**config.mk**
```make
export PLATFORM = sky130hd
export DESIGN_NAME = add_process_pipe
export DESIGN_NICKNAME = d
export VERILOG_FILES = /design/src/rtl/add_process_pipe.sv
export SDC_FILE = /design/constraint.sdc
export NUM_CORES = 1
export LEC_CHECK = 0
export ABC_AREA = 1
export ABC_CLOCK_PERIOD_IN_PS = 6900
export CORE_MARGIN = 5
export CORE_UTILIZATION = 25
export CTS_BUF_LIST = sky130_fd_sc_hd__clkbuf_8
export CTS_CLUSTER_DIAMETER = 50
export DETAILED_ROUTE_END_ITERATION = 12
export SKIP_LAST_GASP = 1
export SLEW_MARGIN = 20
export SYNTH_ARGS = -nofsm -noshare
export SYNTH_HDL_FRONTEND = slang
export SYNTH_SLANG_ARGS = --single-unit
```
**constraint.sdc**
```tcl
create_clock -name clock -period 6.9 [get_ports clock]
set_clock_uncertainty 0.1 [all_clocks]
set_input_delay 1.38 -clock clock [delete_from_list [all_inputs] [get_ports clock]]
set_output_delay 1.38 -clock clock [all_outputs]
set_load 0.02 [all_outputs]
```
**src/rtl/add_process_pipe.sv**
```systemverilog
// Mantissa add/subtract stage between align and normalise: two registered stages
// (operand compare, then add) with a valid/ready handshake and a zero-result flag.
module add_process_pipe #(
   parameter int EXP_W = 8,
   parameter int MAN_W = 27,
   parameter int BIAS  = 127,
   parameter int OP_W  = 4,
   parameter int TAG_W = 8,
   parameter int ZP_W  = 32
) (
   input  logic                      clock,
   input  logic                      reset_n,
   input  logic                      flush,
   input  logic                      in_valid,
   output logic                      in_ready,
   input  logic                      in_idle,
   input  logic                      in_sub,
   input  logic [OP_W-1:0]           in_opcode,
   input  logic [TAG_W-1:0]          in_tag,
   input  logic [ZP_W-1:0]           in_z_post,
   input  logic [EXP_W+MAN_W:0]      in_c,
   input  logic [EXP_W+MAN_W:0]      in_z,
   input  logic [EXP_W+MAN_W-4:0]    in_sout,
   output logic                      out_valid,
   input  logic                      out_ready,
   output logic                      out_idle,
   output logic [EXP_W+MAN_W-4:0]    out_sout,
   output logic [MAN_W:0]            out_sum,
   output logic                      out_zero,
   output logic [OP_W-1:0]           out_opcode,
   output logic [TAG_W-1:0]          out_tag,
   output logic [ZP_W-1:0]           out_z_post
);

   localparam int OPND_W = 1 + EXP_W + MAN_W;
   localparam int SOUT_W = 1 + EXP_W + MAN_W - 4;
   localparam int SUM_W  = MAN_W + 1;
   localparam int FRAC_W = MAN_W - 4;
   localparam logic [EXP_W-1:0] BIAS_E = EXP_W'(BIAS);

   typedef struct packed {
      logic               idle;
      logic [OP_W-1:0]    opcode;
      logic [TAG_W-1:0]   tag;
      logic [ZP_W-1:0]    z_post;
      logic [SOUT_W-1:0]  sout;
      logic               c_sign;
      logic               zs_eff;
      logic [EXP_W-1:0]   exp_out;
      logic               eff_sub;
      logic               c_ge;
      logic [MAN_W-1:0]   c_man;
      logic [MAN_W-1:0]   z_man;
   } s1_t;

   typedef struct packed {
      logic               idle;
      logic [OP_W-1:0]    opcode;
      logic [TAG_W-1:0]   tag;
      logic [ZP_W-1:0]    z_post;
      logic [SOUT_W-1:0]  sout;
      logic [SUM_W-1:0]   sum;
      logic               zero;
   } s2_t;

   // Operand field decode; the z exponent is unused because operands arrive pre-aligned.
   logic               c_sign;
   logic               z_sign;
   logic               zs_eff;
   logic [EXP_W-1:0]   c_exp;
   logic [MAN_W-1:0]   c_man;
   logic [MAN_W-1:0]   z_man;
   logic               unused_z_exp;

   assign c_sign       = in_c[OPND_W-1];
   assign c_exp        = in_c[MAN_W +: EXP_W];
   assign c_man        = in_c[MAN_W-1:0];
   assign z_sign       = in_z[OPND_W-1];
   assign z_man        = in_z[MAN_W-1:0];
   assign zs_eff       = z_sign ^ in_sub;
   assign unused_z_exp = ^in_z[MAN_W +: EXP_W];

   // Handshake: a transfer happens on any edge where valid & ready are both high.
   // A stage loads when it is empty or its content moves on in the same cycle;
   // in_ready is combinational from out_ready, and flush wins over any load.
   logic s1_valid_q, s1_valid_d;
   logic s2_valid_q, s2_valid_d;
   logic s1_load, s2_load;
   logic s1_en, s2_en;

   assign s2_load  = !s2_valid_q || out_ready;
   assign s1_load  = !s1_valid_q || (s2_load && s1_valid_q);
   assign in_ready = s1_load;
   assign s1_en    = s1_load && in_valid && !flush;
   assign s2_en    = s2_load && s1_valid_q && !flush;

   always_comb begin
      s1_valid_d = s1_valid_q;
      s2_valid_d = s2_valid_q;
      if (flush) begin
         s1_valid_d = 1'b0;
         s2_valid_d = 1'b0;
      end else begin
         if (s1_load) s1_valid_d = in_valid;
         if (s2_load) s2_valid_d = s1_valid_q;
      end
   end

   // Stage 1: compare operands, unbias the exponent, capture side-band.
   s1_t s1_q, s1_d;

   always_comb begin
      s1_d = s1_q;
      if (s1_en) begin
         s1_d.idle    = in_idle;
         s1_d.opcode  = in_opcode;
         s1_d.tag     = in_tag;
         s1_d.z_post  = in_z_post;
         s1_d.sout    = in_sout;
         s1_d.c_sign  = c_sign;
         s1_d.zs_eff  = zs_eff;
         s1_d.exp_out = c_exp - BIAS_E;
         s1_d.eff_sub = c_sign != zs_eff;
         s1_d.c_ge    = c_man >= z_man;
         s1_d.c_man   = c_man;
         s1_d.z_man   = z_man;
      end
   end

   // Stage 2 arithmetic: magnitude add/subtract with carry kept for the normaliser.
   logic [SUM_W-1:0] sum_w;
   logic             sign_w;
   logic             zero_w;

   always_comb begin
      sum_w  = '0;
      sign_w = s1_q.c_sign;
      if (!s1_q.eff_sub) begin
         sum_w = {1'b0, s1_q.c_man} + {1'b0, s1_q.z_man};
      end else if (s1_q.c_ge) begin
         sum_w = {1'b0, s1_q.c_man} - {1'b0, s1_q.z_man};
      end else begin
         sum_w  = {1'b0, s1_q.z_man} - {1'b0, s1_q.c_man};
         sign_w = s1_q.zs_eff;
      end
      zero_w = (sum_w == '0);
      if (zero_w) sign_w = 1'b0;
   end

   s2_t s2_q, s2_d;

   always_comb begin
      s2_d = s2_q;
      if (s2_en) begin
         s2_d.idle   = s1_q.idle;
         s2_d.opcode = s1_q.opcode;
         s2_d.tag    = s1_q.tag;
         s2_d.z_post = s1_q.z_post;
         if (s1_q.idle) begin
            s2_d.sout = s1_q.sout;
            s2_d.sum  = '0;
            s2_d.zero = 1'b0;
         end else begin
            s2_d.sout = {sign_w, s1_q.exp_out, {FRAC_W{1'b0}}};
            s2_d.sum  = sum_w;
            s2_d.zero = zero_w;
         end
      end
   end

   always_ff @(posedge clock or negedge reset_n) begin
      if (!reset_n) begin
         s1_valid_q <= 1'b0;
         s2_valid_q <= 1'b0;
         s1_q       <= '0;
         s2_q       <= '0;
      end else begin
         s1_valid_q <= s1_valid_d;
         s2_valid_q <= s2_valid_d;
         s1_q       <= s1_d;
         s2_q       <= s2_d;
      end
   end

   assign out_valid  = s2_valid_q;
   assign out_idle   = s2_q.idle;
   assign out_sout   = s2_q.sout;
   assign out_sum    = s2_q.sum;
   assign out_zero   = s2_q.zero;
   assign out_opcode = s2_q.opcode;
   assign out_tag    = s2_q.tag;
   assign out_z_post = s2_q.z_post;

endmodule

```
==> run summary, run 1 <==
std cell rows - 91
Worst-Margin Slew - 0.9241 ns
Yosys reg bits - 251
status - complete, no violations
die area - 66990 sq um
met1 wire length - 22.82 mm
Num Clock Sinks - 251
fillers - 6679
kind of critical path - input pin to primary output
clock root cell - clkbuf_8
RSZ-0062 raised after global routing - false
Worst EP required - 5.42 ns
PD cells - 290.9 nW/um^2
DP HPWL - 40.97 mm
portion of netlist area occupied by mux cells - 0%
post-layout power - 5.783 mW
CTS Hold Bufs - 0
CP Launch Type - input pin
Max Cap Violations - 0
CP max-delay cell - clkdlybuf4s50_1
GRT Util Overall - 15.54%
shortest period the worst path allows - 4.154 ns
post-synthesis to final-layout area growth - 28.45%
Lkg Pwr - 10.19 nW
Max-Slew Margin vs Limit - 38.39%
die span in x - 258.8 um
Core Box Area - 61480 sq um
worst vdd rail ir drop - 0.0002129 V
Post-Synth Adder-Cell Area - 9.280%
GRT overflow - 0
Final Cycle Share - 60.20%
synthesized area per cell - 7.143 sq um
setup tns final - 0 ns
highest attainable clock frequency - 0.2407 GHz
H-tree depth - 2
Worst path max stage delay - 0.65 ns
nets - 2672
Pins Over Slew Limit - 0
Iter 0 DRT Violations - 968
initial antenna violation count - 10
GP Congestion - 0.9565
Synthesis Warnings - 0
syn_nets - 2435
final hold violations - 0
cell mode on critical path - clkdlybuf4s50_1
largest net degree at the start of global routing - 134
Ports - 263
WP data arrival - 2.67 ns
average routed wire per standard cell - 16.49 um
Initial Util - 25.18%
Most used DFF post-synth - dfrtp_1
Initial DRT Pass Iterations - 5
highest metal used - met5
final hold slack - 0.3629 ns
simple-gate portion of the synthesized area - 31.40%
number of remaining DRC errors - 0
CTS Buf Count - 47
ANT nets after route - 0
CTS clk-pin slew, worst paths - 0.06 ns
Resized cells post-CTS - 0
via/cell ratio - 4.528
via count - 14639
compound-cell area share of the yosys netlist - 9.555%
Post CTS Setup Buffer Count - 0
Synth Area in XOR/XNOR - 0.4527%
Max FO, Critical Path - 3
wire length on met2 - 24.99 mm
IO Port Bufs - 254
layout cell share with drive strength beyond 1 - 5.201%
first-pass GRT wire length - 82.94 mm
Skew-Pair Late Insertion Delay - 0.63 ns
Met3 Routed Length - 4.315 mm
routed wire length - 53.32 mm
Async SR Flop Fraction - 100.0%
number of distinct library cells after synthesis - 45
final setup fails - 0
CTS tree - built
largest family of logic cells by synthesized area - simple AND/OR/NAND/NOR gates
worst-path cell chain - clkdlybuf4s50_1, nor2_1, nand2_1, clkdlybuf4s50_1
Synth Instances - 2167
Post-synth EDFFs - 0
synthesized area - 15480 sq um
maximum root-to-sink buffer count - 3
Hold Crit Class - register to register
vias in the first global route - 14699
die height - 258.8 um
sequential share of the synthesized area - 40.58%
endpoint type of the worst setup path - primary output
-- layer usage --
| metal | track usage [%] | up-vias |
|---|---|---|
| li1 | - | 7290 |
| met1 | 19.74 | 6815 |
| met2 | 26.14 | 428 |
| met3 | 4.638 | 90 |
| met4 | 3.630 | 16 |
| met5 | 0 | - |
-- report_power, final --
part           total, mW  switching [mW]  internal (mW)  leakage [nW]
clock network       1.66           0.714          0.951         0.587
registers           1.91           0.174           1.73          3.17
logic               2.21            1.41          0.803          6.43
-- layout make-up --
type | count | area [sq um] | area share [%]
Sequential cell | 251 | 6281 | 31.59
Clock buffer | 56 | 770.7 | 3.876
Clock inverter | 31 | 330.3 | 1.661
Tap cell | 790 | 988.4 | 4.971
Timing Repair Buffer | 264 | 2635 | 13.25
Inverter | 269 | 1015 | 5.104
Antenna cell | 1 | 2.502 | 0.01259
Multi-Input combinational cell | 1571 | 7860 | 39.53
-- synthesized netlist by cell type (2+ instances only) --
cell | count | area, sq um
nand2_1 | 889 | 3337
inv_1 | 261 | 979.7
dfrtp_1 | 251 | 6281
o21ai_0 | 126 | 630.6
nor2_1 | 111 | 416.7
ha_1 | 110 | 1376
nand3_1 | 105 | 525.5
a21oi_1 | 67 | 335.3
clkbuf_1 | 48 | 180.2
nand4_1 | 35 | 219.0
a22o_1 | 27 | 236.5
nor3_1 | 17 | 85.08
buf_2 | 11 | 55.05
buf_4 | 11 | 82.58
nand2_2 | 9 | 56.30
o211ai_1 | 8 | 60.06
o21bai_1 | 8 | 60.06
nor2_2 | 7 | 43.79
buf_1 | 6 | 22.52
xor2_1 | 6 | 52.55
inv_2 | 5 | 18.77
o21ai_1 | 5 | 25.02
a21o_1 | 4 | 30.03
nor2_4 | 4 | 45.04
nor4_1 | 4 | 25.02
fa_1 | 3 | 60.06
nand3b_1 | 3 | 22.52
o21a_1 | 3 | 22.52
a21oi_2 | 2 | 17.52
a31oi_1 | 2 | 12.51
clkinv_1 | 2 | 7.510
nand2_4 | 2 | 22.52
or4_1 | 2 | 15.01
xnor2_1 | 2 | 17.52
-- cells by family (layout without fill, tap and decap cells) --
group                    count (synthesis)  count (layout)
XOR/XNOR                                 8               8
AO/OA/AOI/OAI                          258             258
adder cells (fa/ha/maj)                113             113
flip-flops                             251             251
buffers and inverters                  345             620
AND/OR/NAND/NOR                       1192            1192
other                                    0               1
-- state kept, by name, summed over array words and instances (netlist names) --
register	flops
out_valid	1
out_sout	32
out_sum	28
s1_q	143
out_opcode	4
out_z_post	32
s1_valid_q	1
out_tag	8
out_zero	1
out_idle	1
-- final timing paths --
| path | startpoint | to | slack (ns) | cells past startpoint |
|---|---|---|---|---|
| min | s1_q[105] | out_z_post[7] | 0.36 | 2 |
| min in group asynchronous | reset_n | out_z_post[16] | 0.71 | 1 |
| min reg2reg | s1_q[105] | out_z_post[7] | 0.36 | 2 |
| max reg2reg | s1_q[54] | out_zero | 3.24 | 15 |
| max | out_ready | in_ready | 2.75 | 4 |
| max in group asynchronous | reset_n | out_sum[0] | 4.72 | 2 |
-- cell usage in the layout (no fill, tap or decap), types with 8 or more instances in the layout --
cell type / count
a21oi_1: 67
a22o_1: 27
buf_4: 9
clkbuf_8: 56
clkdlybuf4s50_1: 253
clkinv_2: 10
dfrtp_1: 251
ha_1: 110
inv_1: 267
nand2_1: 887
nand2_2: 9
nand3_1: 105
nand4_1: 35
nor2_1: 111
nor3_1: 17
o211ai_1: 8
o21ai_0: 126
o21bai_1: 8
-- worst max-delay path, delay by kind of cell --
kind / cells / cell delay, ns
buf+inv: 2 / 1.10
simple gates: 2 / 0.19
-- through the flow --
step | utilization [%] | cells | instance area (sq um) | worst slack [ns]
finish | 32.34 | 3233 | 19880 | 2.746
global route | 32.33 | 3232 | 19880 | 2.712
CTS | 32.33 | 3232 | 19880 | 2.733
detailed placement | 30.54 | 3145 | 18780 | 2.562
global placement | 30.54 | 3145 | 18780 | 2.614
floorplan | - | 2167 | 15480 | 3.758
(Power assumes the default switching activity.)
==> run 2: changes to the inputs <==
--- a/config.mk
+++ b/config.mk
@@ -6,7 +6,7 @@
 export NUM_CORES = 1
 export LEC_CHECK = 0
 export ABC_AREA = 1
-export ABC_CLOCK_PERIOD_IN_PS = 6900
+export ABC_CLOCK_PERIOD_IN_PS = 3600
 export CORE_MARGIN = 5
 export CORE_UTILIZATION = 25
 export CTS_BUF_LIST = sky130_fd_sc_hd__clkbuf_8
==> constraint.sdc (replaced) <==
create_clock -name clock -period 3.6 [get_ports clock]
set_clock_uncertainty 0.1 [all_clocks]
set_input_delay 0.72 -clock clock [delete_from_list [all_inputs] [get_ports clock]]
set_output_delay 0.72 -clock clock [all_outputs]
set_load 0.02 [all_outputs]
==> run 2 against run 1 <==
Global-route usage increased by 0.22 points; critical path type is now register to register; highest routed layer unchanged; largest cell class unchanged; flip-flop and latch count unchanged; first-iteration DRC count decreased by 6.9%; critical endpoint is now out_sout[31]; combinational power increased by 98%; register-to-register slack got worse by 2.9 ns; cell area increased by 0.96%; core utilization increased by 0.31 points; largest power group unchanged.
==> run summary, run 2 (synthesis gave the netlist of run 1 again) <==
final hold violations - 0 (unchanged)
cell mode on critical path - nand2_1 (was clkdlybuf4s50_1)
CP max-delay cell - fa_1 (was clkdlybuf4s50_1)
worst vdd rail ir drop - 0.0003482 V (was 0.0002129 V)
vias in the first global route - 14824 (was 14699)
GRT Util Overall - 15.76% (was 15.54%)
Max FO, Critical Path - 4 (was 3)
clock root cell - clkbuf_8 (unchanged)
Largest Register - s1_q (unchanged)
Ports - 263 (unchanged)
status - complete, no violations (unchanged)
WP data arrival - 3.65 ns (was 2.67 ns)
HP Start - s1_q[110] (was s1_q[105])
Pins Over Slew Limit - 0 (unchanged)
H-tree depth - 2 (unchanged)
nets - 2701 (was 2672)
CTS Buf Count - 46 (was 47)
average routed wire per standard cell - 16.62 um (was 16.49 um)
endpoint type of the worst setup path - register (was primary output)
Core Box Area - 61480 sq um (unchanged)
Iter 0 DRT Violations - 901 (was 968)
kind of critical path - register to register (was input pin to primary output)
worst r2r src - s1_q[0] (was s1_q[54])
Worst path max stage delay - 0.47 ns (was 0.65 ns)
GRT overflow - 0 (unchanged)
commonest non-fill, non-tap cell in the layout - nand2_1 (unchanged)
maximum root-to-sink buffer count - 3 (unchanged)
via count - 14718 (was 14639)
number of remaining DRC errors - 0 (unchanged)
worst-path cell chain - inv_1, ha_1, inv_1, fa_1, nand2_1, nand2_1, nand2_1, nand2_1, nand2_1, nand3_1, nand2_1, nand2_1, nor2_1, nand3_1, nor2_1, nand3_1, nor2_1, buf_4, nand3_1, nand2_1, nand2_1 (was clkdlybuf4s50_1, nor2_1, nand2_1, clkdlybuf4s50_1)
Final Cycle Share - 90.48%
Initial DRT Pass Iterations - 6 (was 5)
die height - 258.8 um (unchanged)
std cell rows - 91 (unchanged)
highest attainable clock frequency - 0.3070 GHz
CP Launch Type - register (was input pin)
RSZ-0062 raised after global routing - false (unchanged)
CTS clk-pin slew, worst paths - 0.06 ns (about the same)
Hold EP - out_z_post[12] (was out_z_post[7])
DP HPWL - 42.51 mm (was 40.97 mm)
initial antenna violation count - 9 (was 10)
routed wire length - 54.16 mm (was 53.32 mm)
Final Core Density - 32.65% (was 32.34%)
setup tns final - 0 ns (unchanged)
die area - 66990 sq um (unchanged)
Num Clock Sinks - 251 (unchanged)
Largest register FFs - 143 (unchanged)
PD cells - 542.0 nW/um^2 (was 290.9 nW/um^2)
Worst-Margin Slew - 0.6412 ns (was 0.9241 ns)
Worst EP required - 3.99 ns (was 5.42 ns)
ANT nets after route - 0 (unchanged)
largest net degree at the start of global routing - 83 (was 134)
timing startpoint of the critical path - s1_q[0] (was out_ready)
shortest period the worst path allows - 3.257 ns
Lkg Pwr - 10.32 nW (was 10.19 nW)
most frequent cells in the layout - nand2_1, inv_1, clkdlybuf4s50_1, dfrtp_1, o21ai_0 (unchanged)
first-pass GRT wire length - 84.30 mm (was 82.94 mm)
R2R depth - 21 (was 15)
Max Cap Violations - 0 (unchanged)
worst hold stages - 2 (unchanged)
via/cell ratio - 4.517 (was 4.528)
post-synthesis to final-layout area growth - 29.69% (was 28.45%)
Hold Crit Class - register to register (unchanged)
die span in x - 258.8 um (unchanged)
Initial Util - 25.18% (unchanged)
GP Congestion - 0.9514 (was 0.9565)
Max-Slew Margin vs Limit - 57.25% (was 38.39%)
layout cell share with drive strength beyond 1 - 5.918% (was 5.201%)
RR Endpoint - out_sout[31] (was out_zero)
CTS tree - built (unchanged)
Skew-Pair Late Insertion Delay - 0.63 ns (about the same)
IO Port Bufs - 254 (unchanged)
final setup fails - 0 (unchanged)
worst reg-to-reg setup slack - 0.34 ns (was 3.24 ns)
-- run 2: layer usage --
layer	wire length (um)	track usage [%]	vias up
met1	23010	20.11	6824
met4	1342	3.984	16
met2	25260	26.22	427
li1	-	-	7357
met5	132	0	-
met3	4416	4.725	94
-- run 2: what timing repair did --
action,in CTS,in global routing
gates resized for setup,0,3
setup endpoints to repair,0,1
buffers inserted,0,0
hold endpoints to repair,77,0
hold buffers,1,0
-- run 2: per-stage QoR --
step	power [mW]	instances	hold slack, ns	setup slack, ns	instance area (sq um)
finish	10.88	3258	0.3611	0.3426	20070
detailed placement	8.026	3174	0.3509	0.2753	19080
global route	11.63	3257	0.3858	0.002432	20070
floorplan	6.165	2167	0.3244	1.223	15480
CTS	10.98	3257	0.3592	0.3405	20060
global placement	8.008	3174	0.3487	0.2744	19080
-- run 2: how the worst max path moves through the flow --
stage,endpoint,slack [ns],cells after the start
global route,out_sout[31],0.002,20
CTS,out_sout[31],0.34,21
floorplan,out_sout[31],1.22,20
finish,out_sout[31],0.34,21
detailed placement,s1_q[54],0.28,9
global placement,s1_q[54],0.27,9
-- run 2: final cells by class --
cell class              instances  area, sq um
inverters                     269         1015
fillers                      6653        41410
clock buffers                  55        757.0
multi-input cells            1571         7868
flip-flops and latches        251         6281
clock inverters                27        212.7
repair buffers                294         2950
diodes                          1        2.502
well taps                     790        988.4
-- run 2: power breakdown --
group / internal, mW / switching [mW]
clock: 1.56 / 1.31
combinational: 1.62 / 2.74
sequential: 3.32 / 0.332
-- run 2: critical path: cells and delay by family (launching register included) --
| family | cells | cell delay, ns |
|---|---|---|
| flip-flops | 1 | 0.40 |
| buffers and inverters | 3 | 0.33 |
| AND/OR/NAND/NOR | 16 | 1.68 |
| adder cells (fa/ha/maj) | 2 | 0.62 |
